$ cat config.mk
export PLATFORM = sky130hd
export DESIGN_NAME = sensor_debounce_flat
export DESIGN_NICKNAME = d
export VERILOG_FILES = /design/src/rtl/sensor_debounce_if.sv /design/src/rtl/sensor_debounce.sv /design/src/flat_wrapper.sv
export SDC_FILE = /design/constraint.sdc
export NUM_CORES = 1
export LEC_CHECK = 0
export CELL_PAD_IN_SITES_DETAIL_PLACEMENT = 1
export CELL_PAD_IN_SITES_GLOBAL_PLACEMENT = 2
export CORE_MARGIN = 2
export CORE_UTILIZATION = 34
export DETAILED_ROUTE_END_ITERATION = 7
export PLACE_DENSITY = 0.82
export SLEW_MARGIN = 20
export SYNTH_ARGS = -nofsm -noshare
export SYNTH_HDL_FRONTEND = slang
export SYNTH_SLANG_ARGS = --single-unit
$ cat constraint.sdc
create_clock -name clk -period 2.9 [get_ports clk]
set_clock_uncertainty 0.15 [all_clocks]
set_input_delay 0.725 -clock clk [delete_from_list [all_inputs] [get_ports clk]]
set_output_delay 0.725 -clock clk [all_outputs]
set_load 0.02 [all_outputs]
$ cat src/rtl/sensor_debounce_if.sv
// Signal bundle between a raw sensor line / host readout and the debouncer.
// The master side drives the raw line and clear; the slave is the debouncer itself.
interface sensor_debounce_if #(
  parameter int unsigned COUNT_WIDTH = 16
);
  logic                   in;
  logic                   clear;
  logic                   out;
  logic                   rise_pulse;
  logic                   fall_pulse;
  logic [COUNT_WIDTH-1:0] rise_count;
  logic [7:0]             glitch_count;

  modport master (
    output in, clear,
    input  out, rise_pulse, fall_pulse, rise_count, glitch_count
  );

  modport slave (
    input  in, clear,
    output out, rise_pulse, fall_pulse, rise_count, glitch_count
  );
endinterface

$ cat src/rtl/sensor_debounce.sv
// Synchronises one raw sensor line, accepts a level only after STABLE_CYCLES
// identical samples, and keeps saturating accepted-rise and glitch counters.
module sensor_debounce #(
  parameter int unsigned STABLE_CYCLES = 1000,
  parameter bit          INVERT        = 1'b0,
  parameter int unsigned COUNT_WIDTH   = 16
) (
  input  logic              clk,
  input  logic              reset,
  sensor_debounce_if.slave  bus
);

  typedef enum logic [1:0] {
    S_LOW,
    S_RISE_CHK,
    S_HIGH,
    S_FALL_CHK
  } state_t;

  localparam logic [22:0] QMAX = 23'(STABLE_CYCLES - 1);

  state_t                 state_q;
  logic [22:0]            q_q;
  logic                   s1_q, s2_q;
  logic                   out_q, rise_q, fall_q;
  logic [COUNT_WIDTH-1:0] rise_cnt_q, rise_cnt_d;
  logic [7:0]             glitch_cnt_q, glitch_cnt_d;
  logic                   raw;
  logic                   glitch_evt;

  assign raw = bus.in ^ INVERT;

  // An aborted qualification is exactly a check state seeing the old level again.
  assign glitch_evt = ((state_q == S_RISE_CHK) && !s2_q) ||
                      ((state_q == S_FALL_CHK) &&  s2_q);

  // Rises are counted off the registered strobe, so clear during the strobe
  // cycle still keeps that event (loads 1).
  always_comb begin
    rise_cnt_d = rise_cnt_q;
    if (rise_q && (rise_cnt_q != '1)) rise_cnt_d = rise_cnt_q + 1'b1;
    if (bus.clear) rise_cnt_d = rise_q ? COUNT_WIDTH'(1) : '0;
  end

  always_comb begin
    glitch_cnt_d = glitch_cnt_q;
    if (glitch_evt && (glitch_cnt_q != '1)) glitch_cnt_d = glitch_cnt_q + 1'b1;
    if (bus.clear) glitch_cnt_d = glitch_evt ? 8'd1 : '0;
  end

  always_ff @(posedge clk) begin
    if (reset) begin
      state_q      <= S_LOW;
      q_q          <= '0;
      s1_q         <= 1'b0;
      s2_q         <= 1'b0;
      out_q        <= 1'b0;
      rise_q       <= 1'b0;
      fall_q       <= 1'b0;
      rise_cnt_q   <= '0;
      glitch_cnt_q <= '0;
    end else begin
      s1_q         <= raw;
      s2_q         <= s1_q;
      rise_cnt_q   <= rise_cnt_d;
      glitch_cnt_q <= glitch_cnt_d;
      rise_q       <= 1'b0;
      fall_q       <= 1'b0;
      case (state_q)
        S_LOW: begin
          out_q <= 1'b0;
          if (s2_q) begin
            q_q     <= 23'd1;
            state_q <= S_RISE_CHK;
          end
        end
        S_RISE_CHK: begin
          if (!s2_q) begin
            state_q <= S_LOW;
          end else if (q_q == QMAX) begin
            state_q <= S_HIGH;
            out_q   <= 1'b1;
            rise_q  <= 1'b1;
          end else begin
            q_q <= q_q + 23'd1;
          end
        end
        S_HIGH: begin
          out_q <= 1'b1;
          if (!s2_q) begin
            q_q     <= 23'd1;
            state_q <= S_FALL_CHK;
          end
        end
        S_FALL_CHK: begin
          if (s2_q) begin
            state_q <= S_HIGH;
          end else if (q_q == QMAX) begin
            state_q <= S_LOW;
            out_q   <= 1'b0;
            fall_q  <= 1'b1;
          end else begin
            q_q <= q_q + 23'd1;
          end
        end
        default: state_q <= S_LOW;
      endcase
    end
  end

  assign bus.out          = out_q;
  assign bus.rise_pulse   = rise_q;
  assign bus.fall_pulse   = fall_q;
  assign bus.rise_count   = rise_cnt_q;
  assign bus.glitch_count = glitch_cnt_q;

endmodule

$ cat src/flat_wrapper.sv
// flat-port wrapper written by rule: the top's interface ports become plain ports
module sensor_debounce_flat 
#(
  parameter int unsigned STABLE_CYCLES = 1000,
  parameter bit          INVERT        = 1'b0,
  parameter int unsigned COUNT_WIDTH   = 16
)
  (clk, reset, bus_in, bus_clear, bus_out, bus_rise_pulse, bus_fall_pulse, bus_rise_count, bus_glitch_count);
  sensor_debounce_if #(.COUNT_WIDTH(COUNT_WIDTH)) bus_i ();
  input  logic clk;
  input  logic reset;
  input wire logic [$bits(bus_i.in)-1:0] bus_in;
  input wire logic [$bits(bus_i.clear)-1:0] bus_clear;
  output wire logic [$bits(bus_i.out)-1:0] bus_out;
  output wire logic [$bits(bus_i.rise_pulse)-1:0] bus_rise_pulse;
  output wire logic [$bits(bus_i.fall_pulse)-1:0] bus_fall_pulse;
  output wire logic [$bits(bus_i.rise_count)-1:0] bus_rise_count;
  output wire logic [$bits(bus_i.glitch_count)-1:0] bus_glitch_count;
  assign bus_i.in = bus_in;
  assign bus_i.clear = bus_clear;
  assign bus_out = bus_i.out;
  assign bus_rise_pulse = bus_i.rise_pulse;
  assign bus_fall_pulse = bus_i.fall_pulse;
  assign bus_rise_count = bus_i.rise_count;
  assign bus_glitch_count = bus_i.glitch_count;
  sensor_debounce #(.STABLE_CYCLES(STABLE_CYCLES), .INVERT(INVERT), .COUNT_WIDTH(COUNT_WIDTH)) u_core (.clk(clk), .reset(reset), .bus(bus_i));
endmodule
After elaboration in Yosys (flattened, before gate mapping)
Index checks and enable logic that the tools add are counted.
Widths: inputs -> output; s select.
{"block": "op_classes", "n_reduce_logical": 14, "mux": 25, "add_sub_neg": 3, "bitwise_logic": 3, "eq_ne": 14}
{"cell": "$mux 23", "count": 5}
{"cell": "$pmux 23 s4", "count": 1}
{"cell": "$mux 16", "count": 2}
{"cell": "$add 23x1->23 const B", "count": 1}
{"cell": "$eq 23x10->1 const B", "count": 1}
{"cell": "$add 16x1->16 const B", "count": 1}
{"cell": "$mux 8", "count": 2}
{"cell": "$ne 16x16->1 const B", "count": 1}
{"cell": "$mux 2", "count": 6}
{"cell": "$reduce_and 4->1", "count": 3}
{"cell": "$add 8x1->8 const B", "count": 1}
{"cell": "$ne 2x2->1 const B", "count": 4}
{"cell": "$ne 8x8->1 const B", "count": 1}
{"cell": "$pmux 2 s4", "count": 1}
{"cell": "$mux 1", "count": 7}
{"cell": "$reduce_or 3->1", "count": 2}
{"cell": "$eq 2x2->1 const B", "count": 2}
{"cell": "$logic_and 1x1->1", "count": 4}
{"cell": "$ne 2x1->1 const B", "count": 2}
{"cell": "$pmux 1 s4", "count": 1}
{"cell": "$reduce_bool 2->1", "count": 2}
{"cell": "$ne 3x2->1 const B", "count": 1}
{"cell": "$ne 3x3->1 const B", "count": 1}
{"cell": "$not 1->1", "count": 3}
{"cell": "other kinds (4)", "count": 4}
{"block": "word_totals", "wordCells": 68, "in_bits": 4, "reg_bits": 54, "out_inout_bits": 27}

Logic depth before layout (Yosys ltp)
Gate-level depths: netlist (run 1).
{"block": "depth", "depth_word": 6, "ltp_mapped": 8, "mapped_depth_nobuf": 7}

Worst setup path before layout (run 1)
OpenSTA, ideal clock, no wires.
{"block": "synth_timing", "path_kind": "reg-to-reg", "startpoint": "reg u_core.q_q[16]", "endpoint": "reg u_core.q_q[15]", "required_ps": 2630, "path_stages_with_launch": 6, "t_arrival_ps": 1842, "slack_ps": 789, "cell_sequence": "dfxtp_1 or4_4 or3_4 o311ai_4 or3_1 a21oi_1"}
{"block": "synth_via", "elab_chain_len": 4, "elab_cells_between_ends": 5}
{"element": "start: declaration", "line": "sensor_debounce.sv:23", "source": "logic [22:0] q_q;"}
{"element": "start signal: assignment", "line": "sensor_debounce.sv:85", "source": "q_q <= q_q + 23'd1;"}
{"element": "start signal: assignment", "line": "sensor_debounce.sv:103", "source": "q_q <= q_q + 23'd1;"}
{"element": "$eq 23x10->1 *", "line": "sensor_debounce.sv:80, sensor_debounce.sv:98"}
{"element": "$mux 23 *"}
{"element": "$mux 23 (on tied branches)"}
{"element": "$pmux 23 s4 *"}
Every way passes the cells marked *; elsewhere a longest branch is shown, timed or not. The select of a mux whose other input is x is not followed.
A chain may end at the register's enable or synchronous reset.

Final worst setup path (run 1)
{"block": "layout_timing", "startpoint": "reg u_core.state_q[0]", "endpoint": "reg u_core.q_q[22]"}
{"block": "layout_via", "elab_chain_len": 3, "elab_cells_between_ends": 10}
{"element": "start: declaration", "line": "sensor_debounce.sv:22", "source": "state_t state_q;"}
{"element": "start signal: assignment", "line": "sensor_debounce.sv:53", "source": "state_q <= S_LOW;"}
{"element": "start signal: assignment", "line": "sensor_debounce.sv:74", "source": "state_q <= S_RISE_CHK;"}
{"element": "start signal: assignment", "line": "sensor_debounce.sv:79", "source": "state_q <= S_LOW;"}
{"element": "$eq 2x2->1, or another cell as far along", "line": "sensor_debounce.sv:69", "source": "case (state_q)"}
{"element": "$ne 2x2->1 (no line) / $ne 2x1->1 (equally long branches)"}
{"element": "$reduce_and 4->1 (no line)"}
Parallel ways exist; a longest one is shown, timed or not.

==> flow_summary.toml, run 1 <==
[floorplan]
pin_count = 31
die_area_um2 = 8790
fp-row-count = 32
die_width_um = 93.8
die_h_um = 93.8
fp.coreArea_um2 = 7770
start_util_pct = 35.3

[logic_synthesis]
seq_area_frac_synth_pct = 39.5
netlist_area_um2 = 2740
synth_nets = 336
synth_largest_area_cell = "dfxtp_1"
synth_top_area_share_pct = 39.5
synthFlopType = "dfxtp_1"
synthCells = 325
async_flop_share_pct = 0
synth_cell_types = 56
yosysWarnings = 0
synth.avg_cell_area_um2 = 8.43
synth_edf_count = 0
netlist_top_cells_area = "dfxtp_1 39%, xnor2_1 7.7%, nor2_1 5.6%, a21oi_1 5.5%, ha_1 3.2%"
ys_ff_latch = 54

[worst_setup_path]
critPathLaunchType = "register"
required_ns = 2.95
cp_slowest_stage_delay_ns = 0.46
reg2reg_slack_ns = 0.45
slowest_stage = "o2111ai_1"
crit_family = "simple AND/OR/NAND/NOR gates"
crit_chain = "inv_1 > ha_1 > nor3b_1 > o2111ai_1 > nor4_1 > xnor2_1 > nor2_1"
path_max_fanout = 9
cp_data_arrival_time_ns = 2.50
critPathKind = "register to register"
path_depth = 7
crit-reg2reg-capture = "u_core.q_q[22]"
crit_buf_inv = 1
critPathCaptureType = "register"
reg2reg_from = "u_core.state_q[0]"
reg2regPathDepth = 7

[finish]
fin_area_um2 = 3260
area_growth_pct = 18.9
instances_no_fill = 460
nNetsFinal = 368
antenna_cells = 0
layout_common_cells = "54 x dfxtp_1, 41 x nor2_1, 30 x a21oi_1, 30 x clkdlybuf4s50_1, 24 x xnor2_1"
drive_gt1_share_pct = 7.54
final_common_cell = "dfxtp_1"

[sta]
tns_ns = 0
drv_slew = 0
fin_crit_sh_pct = 84.4
grt_setup_unrepaired = "no"
hold_viol = 0
tightest_slew_ns = 0.775
hold_ws_ns = 0.297
slew_headroom_pct = 48.3
clock.fmax_mhz = 408
fin_crit_ns = 2.45
setup_viol = 0

[hold_path]
min_from = "u_core.s1_q"
min_path_cells = 1
min_path_type = "register to register"
hold_end = "u_core.s2_q"

[power_and_ir_drop]
leakage_nw = 1.04
p_sw_mw = 0.450
combPwrFrac_pct = 18.5
p_int_mw = 1.06
p_per_area_nw_per_um2 = 464
p_seq_share_pct = 51.7
ir_drop_uv = 291
pwr-share-clk_pct = 29.8
sw_frac_of_total_pct = 29.8

[routing]
vias = 2456
post_drt_wl_per_cell_um = 14.8
viasPerCell = 5.34
drc = 0
ant_nets = 0
drt-total-wl_um = 6820
drt_first_pass_iters = 4
drtIter0Drc = 69

[flow_run]
drv_cap = 0

[placed_design]
io_buffers = 30
gp_congestion = 0.805
dp.cells = 452
place_area_um2 = 3160
detailed_place_hpwl_um = 5120

[cts]
cts_max_level = 2
cts_resized = 0
clk-insertion-delay-late_ns = 0.31
clockBufferDepth = 2
clkTransAtPathRegs_ns = 0.10
cts_buffers = 5
clockRootBuffer = "clkbuf_8"
cts_setup_buffers = 0
cts.sinks = 54
cts_tree = "done"
hold_buffers = 0

[grt]
grt_first_pass_wirelength_um = 11700
grt_pass1_vias = 2486
globalRouteTotalUtil_pct = 16.2
grt_max_degree = 20
grt_overflow_total = 0
antenna_found_initial = 0

[outcome]
status = "finished clean"
## cell families (layout without fill, tap and decap cells)
| kind of cell | after synthesis | count (layout) | synth area share [%] |
|---|---|---|---|
| compound gates | 67 | 67 | 15.9 |
| xor+xnor | 27 | 27 | 8.63 |
| fa+ha+maj | 7 | 7 | 3.20 |
| buf+inv | 21 | 54 | 3.24 |
| flops | 54 | 54 | 39.5 |
| mux | 6 | 6 | 2.33 |
| simple gates | 143 | 143 | 27.3 |
## final cells by class
type | instances | area (um^2)
multi-input cells | 250 | 1570
fillers | 973 | 4510
clock inverters | 2 | 12.5
flip-flops and latches | 54 | 1080
well taps | 102 | 128
clock buffers | 6 | 82.6
repair buffers | 36 | 345
inverters | 10 | 37.5
## per-layer routing
layer / global-route usage, % / vias up / part of all wire (%)
met5: 0 / - / 0
met4: 4.47 / 0 / 1.2
met3: 3.05 / 10 / 1.7
met2: 27.2 / 25 / 49
met1: 21.3 / 1184 / 48
li1: - / 1237 / -
## synth_stat cells, drive strengths merged, types with 3 or more instances
| library cell | n |
|---|---|
| dfxtp | 54 |
| nor2 | 41 |
| a21oi | 30 |
| xnor2 | 24 |
| nand2 | 17 |
| nand3 | 15 |
| nor3 | 14 |
| o21ai | 13 |
| nand4 | 11 |
| or3 | 11 |
| inv | 10 |
| clkbuf | 8 |
| ha | 7 |
| and3 | 6 |
| nor4 | 6 |
| and4 | 5 |
| a31oi | 4 |
| and2 | 4 |
| buf | 3 |
| mux2 | 3 |
| mux2i | 3 |
| nor2b | 3 |
| or2 | 3 |
| xor2 | 3 |
## flip-flops by register name, summed over array words and instances (netlist names), named ones only
signal,count
u_core.bus.rise_count,16
u_core.bus.rise_pulse,1
u_core.bus.glitch_count,8
u_core.s2_q,1
u_core.state_q,1
u_core.bus.fall_pulse,1
u_core.q_q,23
u_core.s1_q,1
u_core.bus.out,1
## power groups by stage
| stage | registers (mW) | clock network (mW) | logic, mW |
|---|---|---|---|
| 6_report | 0.782 | 0.450 | 0.279 |
| 5_1_grt | 0.785 | 0.499 | 0.312 |
| 4_1_cts | 0.782 | 0.469 | 0.282 |
| 3_5_place_dp | 0.799 | 0 | 0.280 |
| 3_3_place_gp | 0.798 | 0 | 0.272 |
| 2_1_floorplan | 0.803 | 0 | 0.189 |
## stage by stage
stage / util (%) / setup slack, ns / power [mW]
2_1_floorplan: - / 0.789 / 0.992
3_3_place_gp: 40.7 / 0.564 / 1.07
3_5_place_dp: 40.7 / 0.463 / 1.08
4_1_cts: 41.9 / 0.447 / 1.53
5_1_grt: 41.9 / 0.251 / 1.60
6_report: 41.9 / 0.452 / 1.51
## worst max path at each step
stage | slack [ns] | from | endpoint
detailed placement | 0.46 | u_core.state_q[0] | u_core.q_q[22]
global placement | 0.56 | u_core.state_q[0] | u_core.q_q[22]
CTS | 0.45 | u_core.state_q[0] | u_core.q_q[22]
finish | 0.45 | u_core.state_q[0] | u_core.q_q[22]
global route | 0.25 | u_core.state_q[0] | u_core.q_q[22]
floorplan | 0.79 | u_core.q_q[16] | u_core.q_q[15]
Note: power is estimated with default switching activity, not from simulation.
==> run 2: changes to the inputs <==
==> constraint.sdc (replaced) <==
create_clock -name clk -period 2.5 [get_ports clk]
set_clock_uncertainty 0.15 [all_clocks]
set_input_delay 0.625 -clock clk [delete_from_list [all_inputs] [get_ports clk]]
set_output_delay 0.625 -clock clk [all_outputs]
set_load 0.02 [all_outputs]
==> flow_summary.toml, run 2 (synthesized netlist as in run 1, its figures left out) <==
[outcome]
status = "finished clean"

[sta]
slew_headroom_pct = 63.5
fin_crit_sh_pct = 92.1
setup_viol = 0
hold_ws_ns = 0.301
clock.fmax_mhz = 434
fin_ws_ns = 0.198
hold_viol = 0
drv_slew = 0
tightest_slew_ns = 0.534
grt_setup_unrepaired = "no"
tns_ns = 0
fin_crit_ns = 2.30

[worst_setup_path]
crit_buf_inv = 1
crit_family = "buffers and inverters"
crit_chain = "clkdlybuf4s50_1"
path_max_fanout = 9
critPathKind = "register to output pin"
critPathLaunchType = "register"
cp_slowest_stage_delay_ns = 0.68
critPathCaptureType = "output pin"
reg2reg_slack_ns = 0.21
slowest_stage = "clkdlybuf4s50_1"
required_ns = 1.73
cp_data_arrival_time_ns = 1.53

[finish]
largest_reg_flops = 23
drive_gt1_share_pct = 9.37
nNetsFinal = 373
layout_common_cells = "54 x dfxtp_1, 41 x nor2_1, 30 x a21oi_1, 30 x clkdlybuf4s50_1, 24 x xnor2_1"
instances_no_fill = 465
area_growth_pct = 21.2
multiInputGateArea_um2 = 1580
fillerInstances = 951
utilization_pct = 42.8
antenna_cells = 0
regArea_um2 = 1080
final_common_cell = "dfxtp_1"
top_register = "u_core.q_q"
fin_area_um2 = 3320

[placed_design]
detailed_place_hpwl_um = 5350
gp_congestion = 0.846
io_buffers = 30
place_area_um2 = 3200
dp.cells = 457
pre_cts_ws_ns = 0.122

[cts]
clk-insertion-delay-late_ns = 0.31
cts_buffers = 5
clkTransAtPathRegs_ns = 0.10
cts_tree = "done"
cts_setup_buffers = 0
clockBufferDepth = 2
cts_max_level = 2
clockRootBuffer = "clkbuf_8"
cts.sinks = 54

[floorplan]
fp.coreArea_um2 = 7770
die_h_um = 93.8
start_util_pct = 35.3
die_area_um2 = 8790
fp-row-count = 32
pin_count = 31
die_width_um = 93.8

[grt]
globalRouteTotalUtil_pct = 17.3
antenna_found_initial = 0
grt_pass1_vias = 2501
grt_overflow_total = 0
grt_max_degree = 20
grt_first_pass_wirelength_um = 12300

[power_and_ir_drop]
p_per_area_nw_per_um2 = 558
leakage_nw = 1.08
total_power_mw = 1.85
ir_drop_uv = 292

[routing]
drt-total-wl_um = 7130
viasPerCell = 5.29
post_drt_wl_per_cell_um = 15.3
drc = 0
vias = 2462
drtIter0Drc = 56
ant_nets = 0
drt_first_pass_iters = 4

[flow_run]
drv_cap = 0

[hold_path]
min_path_type = "register to register"
-- run 2: report_power, final --
group | switching, mW | internal (mW) | total (mW)
Combinational | 0.208 | 0.124 | 0.332
Sequential | 0.0242 | 0.884 | 0.908
Clock | 0.312 | 0.301 | 0.613
Total | 0.544 | 1.31 | 1.85
-- run 2: final cells by class --
class,instances,share of cell area (%)
tap,102,3.84
clock buffer,5,2.07
clock inverter,3,1.32
sequential,54,32.5
inverter,10,1.13
multi-input combinational,250,47.6
timing repair buffer,41,11.5
-- run 2: path summary, 6_finish.rpt --
kind,from,end,cells past startpoint
setup / recovery,u_core.bus.rise_count[15],bus_rise_count[15],1
hold / removal,u_core.s1_q,u_core.s2_q,1
hold reg to reg,u_core.s1_q,u_core.s2_q,1
setup reg to reg,u_core.q_q[17],u_core.q_q[17],5
-- run 2: what timing repair did --
| item | in CTS | in global routing |
|---|---|---|
| gates resized for setup | 0 | 2 |
| setup endpoints to repair | 0 | 10 |
| hold buffers | 0 | 0 |
| hold endpoints to repair | 0 | 0 |
-- run 2: layer usage --
metal | share of wire (%) | routed length [um] | up-vias | GRT usage (%)
met2 | 48 | 3430 | 16 | 28.8
met5 | 0 | 0 | - | 0
met3 | 1.4 | 103 | 5 | 2.17
met4 | 0.98 | 70 | 0 | 4.71
li1 | - | - | 1241 | -
met1 | 49 | 3520 | 1200 | 23.5
==> run 3: changes to the inputs <==
--- a/config.mk
+++ b/config.mk
@@ -10,6 +10,7 @@
 export CORE_MARGIN = 2
 export CORE_UTILIZATION = 34
 export DETAILED_ROUTE_END_ITERATION = 7
+export GPL_TIMING_DRIVEN = 0
 export PLACE_DENSITY = 0.82
 export SLEW_MARGIN = 20
 export SYNTH_ARGS = -nofsm -noshare
==> flow_summary.toml, run 3 (synthesized netlist as in run 1, its figures left out) <==
[sta]
drv_slew = 0
grt_setup_unrepaired = "no"
fin_crit_sh_pct = 93.4
setup_viol = 0
tightest_slew_ns = 0.582
hold_viol = 0
clock.fmax_mhz = 428
slew_headroom_pct = 61.2
fin_crit_ns = 2.34
fin_ws_ns = 0.164

[cts]
cts_tree = "done"
clockRootBuffer = "clkbuf_8"
cts_setup_buffers = 0
clockBufferDepth = 2
cts_buffers = 5
clk-insertion-delay-late_ns = 0.31
cts_max_level = 2
clkTransAtPathRegs_ns = 0.09
cts.sinks = 54

[hold_path]
min_path_cells = 1
min_path_type = "register to register"

[finish]
instances_no_fill = 465
layout_common_cells = "54 x dfxtp_1, 40 x nor2_1, 30 x a21oi_1, 30 x clkdlybuf4s50_1, 24 x xnor2_1"
antenna_cells = 0
nNetsFinal = 373
drive_gt1_share_pct = 7.99
area_growth_pct = 19.9
largest_reg_flops = 23
utilization_pct = 42.3
fin_area_um2 = 3290
final_common_cell = "dfxtp_1"
top_register = "u_core.q_q"

[placed_design]
detailed_place_hpwl_um = 5090
gp_congestion = 0.792
pre_cts_ws_ns = -0.158
io_buffers = 30
place_area_um2 = 3170
dp.cells = 457

[routing]
vias = 2465
viasPerCell = 5.30
ant_nets = 0
post_drt_wl_per_cell_um = 14.9
drt_first_pass_iters = 4
drt-total-wl_um = 6910
drtIter0Drc = 75
drc = 0

[worst_setup_path]
reg2regPathDepth = 5
cp_slowest_stage_delay_ns = 0.57
critPathLaunchType = "register"
slowest_stage = "or4_4"
cp_data_arrival_time_ns = 2.39
critPathKind = "register to register"
path_max_fanout = 8
reg2reg_slack_ns = 0.16
required_ns = 2.55
critPathCaptureType = "register"
crit_chain = "or4_4 > or3_4 > o311ai_4 > or3_1 > a21oi_1"

[grt]
grt_pass1_vias = 2393
antenna_found_initial = 0
grt_overflow_total = 0
grt_first_pass_wirelength_um = 11700
grt_max_degree = 16
globalRouteTotalUtil_pct = 16.5

[floorplan]
fp.coreArea_um2 = 7770
pin_count = 31
die_h_um = 93.8
die_area_um2 = 8790
start_util_pct = 35.3
die_width_um = 93.8
fp-row-count = 32

[power_and_ir_drop]
leakage_nw = 1.05
p_per_area_nw_per_um2 = 531
ir_drop_uv = 221

[outcome]
status = "finished clean"

[flow_run]
drv_cap = 0
[run 3: worst max-delay path, delay by kind of cell (launching register included)]
family | cells | cell delay [ns]
flip-flops | 1 | 0.38
AO/OA/AOI/OAI | 2 | 0.53
AND/OR/NAND/NOR | 3 | 1.18
[run 3: worst paths after layout]
check | start | to
worst max register to register | u_core.q_q[17] | u_core.q_q[19]
worst max-delay path | u_core.q_q[17] | u_core.q_q[19]
worst min-delay path | u_core.s1_q | u_core.s2_q
worst min register to register | u_core.s1_q | u_core.s2_q
[run 3: what timing repair did]
| action | in CTS | in global routing |
|---|---|---|
| setup endpoints to repair | 10 | 20 |
| hold buffers | 0 | 0 |
| resized for setup | 2 | 5 |
[run 3: stage by stage]
| stage | TNS, ns | power [mW] | hold WS [ns] |
|---|---|---|---|
| after floorplan | 0 | 1.15 | 0.264 |
| after global placement | -1.05 | 1.24 | 0.267 |
| after detailed placement | -1.45 | 1.24 | 0.279 |
| after CTS | 0 | 1.77 | 0.303 |
| after global routing | 0 | 1.84 | 0.314 |
| final | 0 | 1.75 | 0.300 |
[run 3: power breakdown]
| part | leakage, nW | switching [mW] | internal (mW) |
|---|---|---|---|
| registers | 0.436 | 0.0229 | 0.883 |
| clock network | 0.0482 | 0.291 | 0.225 |
| logic | 0.566 | 0.203 | 0.120 |
| total | 1.05 | 0.517 | 1.23 |
[run 3: area by class of cell]
| cell class | instances | area [um^2] |
|---|---|---|
| tap | 102 | 128 |
| buffer | 11 | 52.6 |
| clock buffer | 7 | 86.3 |
| fill | 958 | 4480 |
| multi-input combinational | 250 | 1600 |
| clock inverter | 1 | 5.00 |
| sequential | 54 | 1080 |
| timing repair buffer | 30 | 300 |
| inverter | 10 | 37.5 |
[run 3: per-layer routing]
layer,track usage [%],share of wire (%)
met5,0,0
met4,5.07,0.93
met3,2.81,2.0
met2,26.8,48
met1,22.3,50
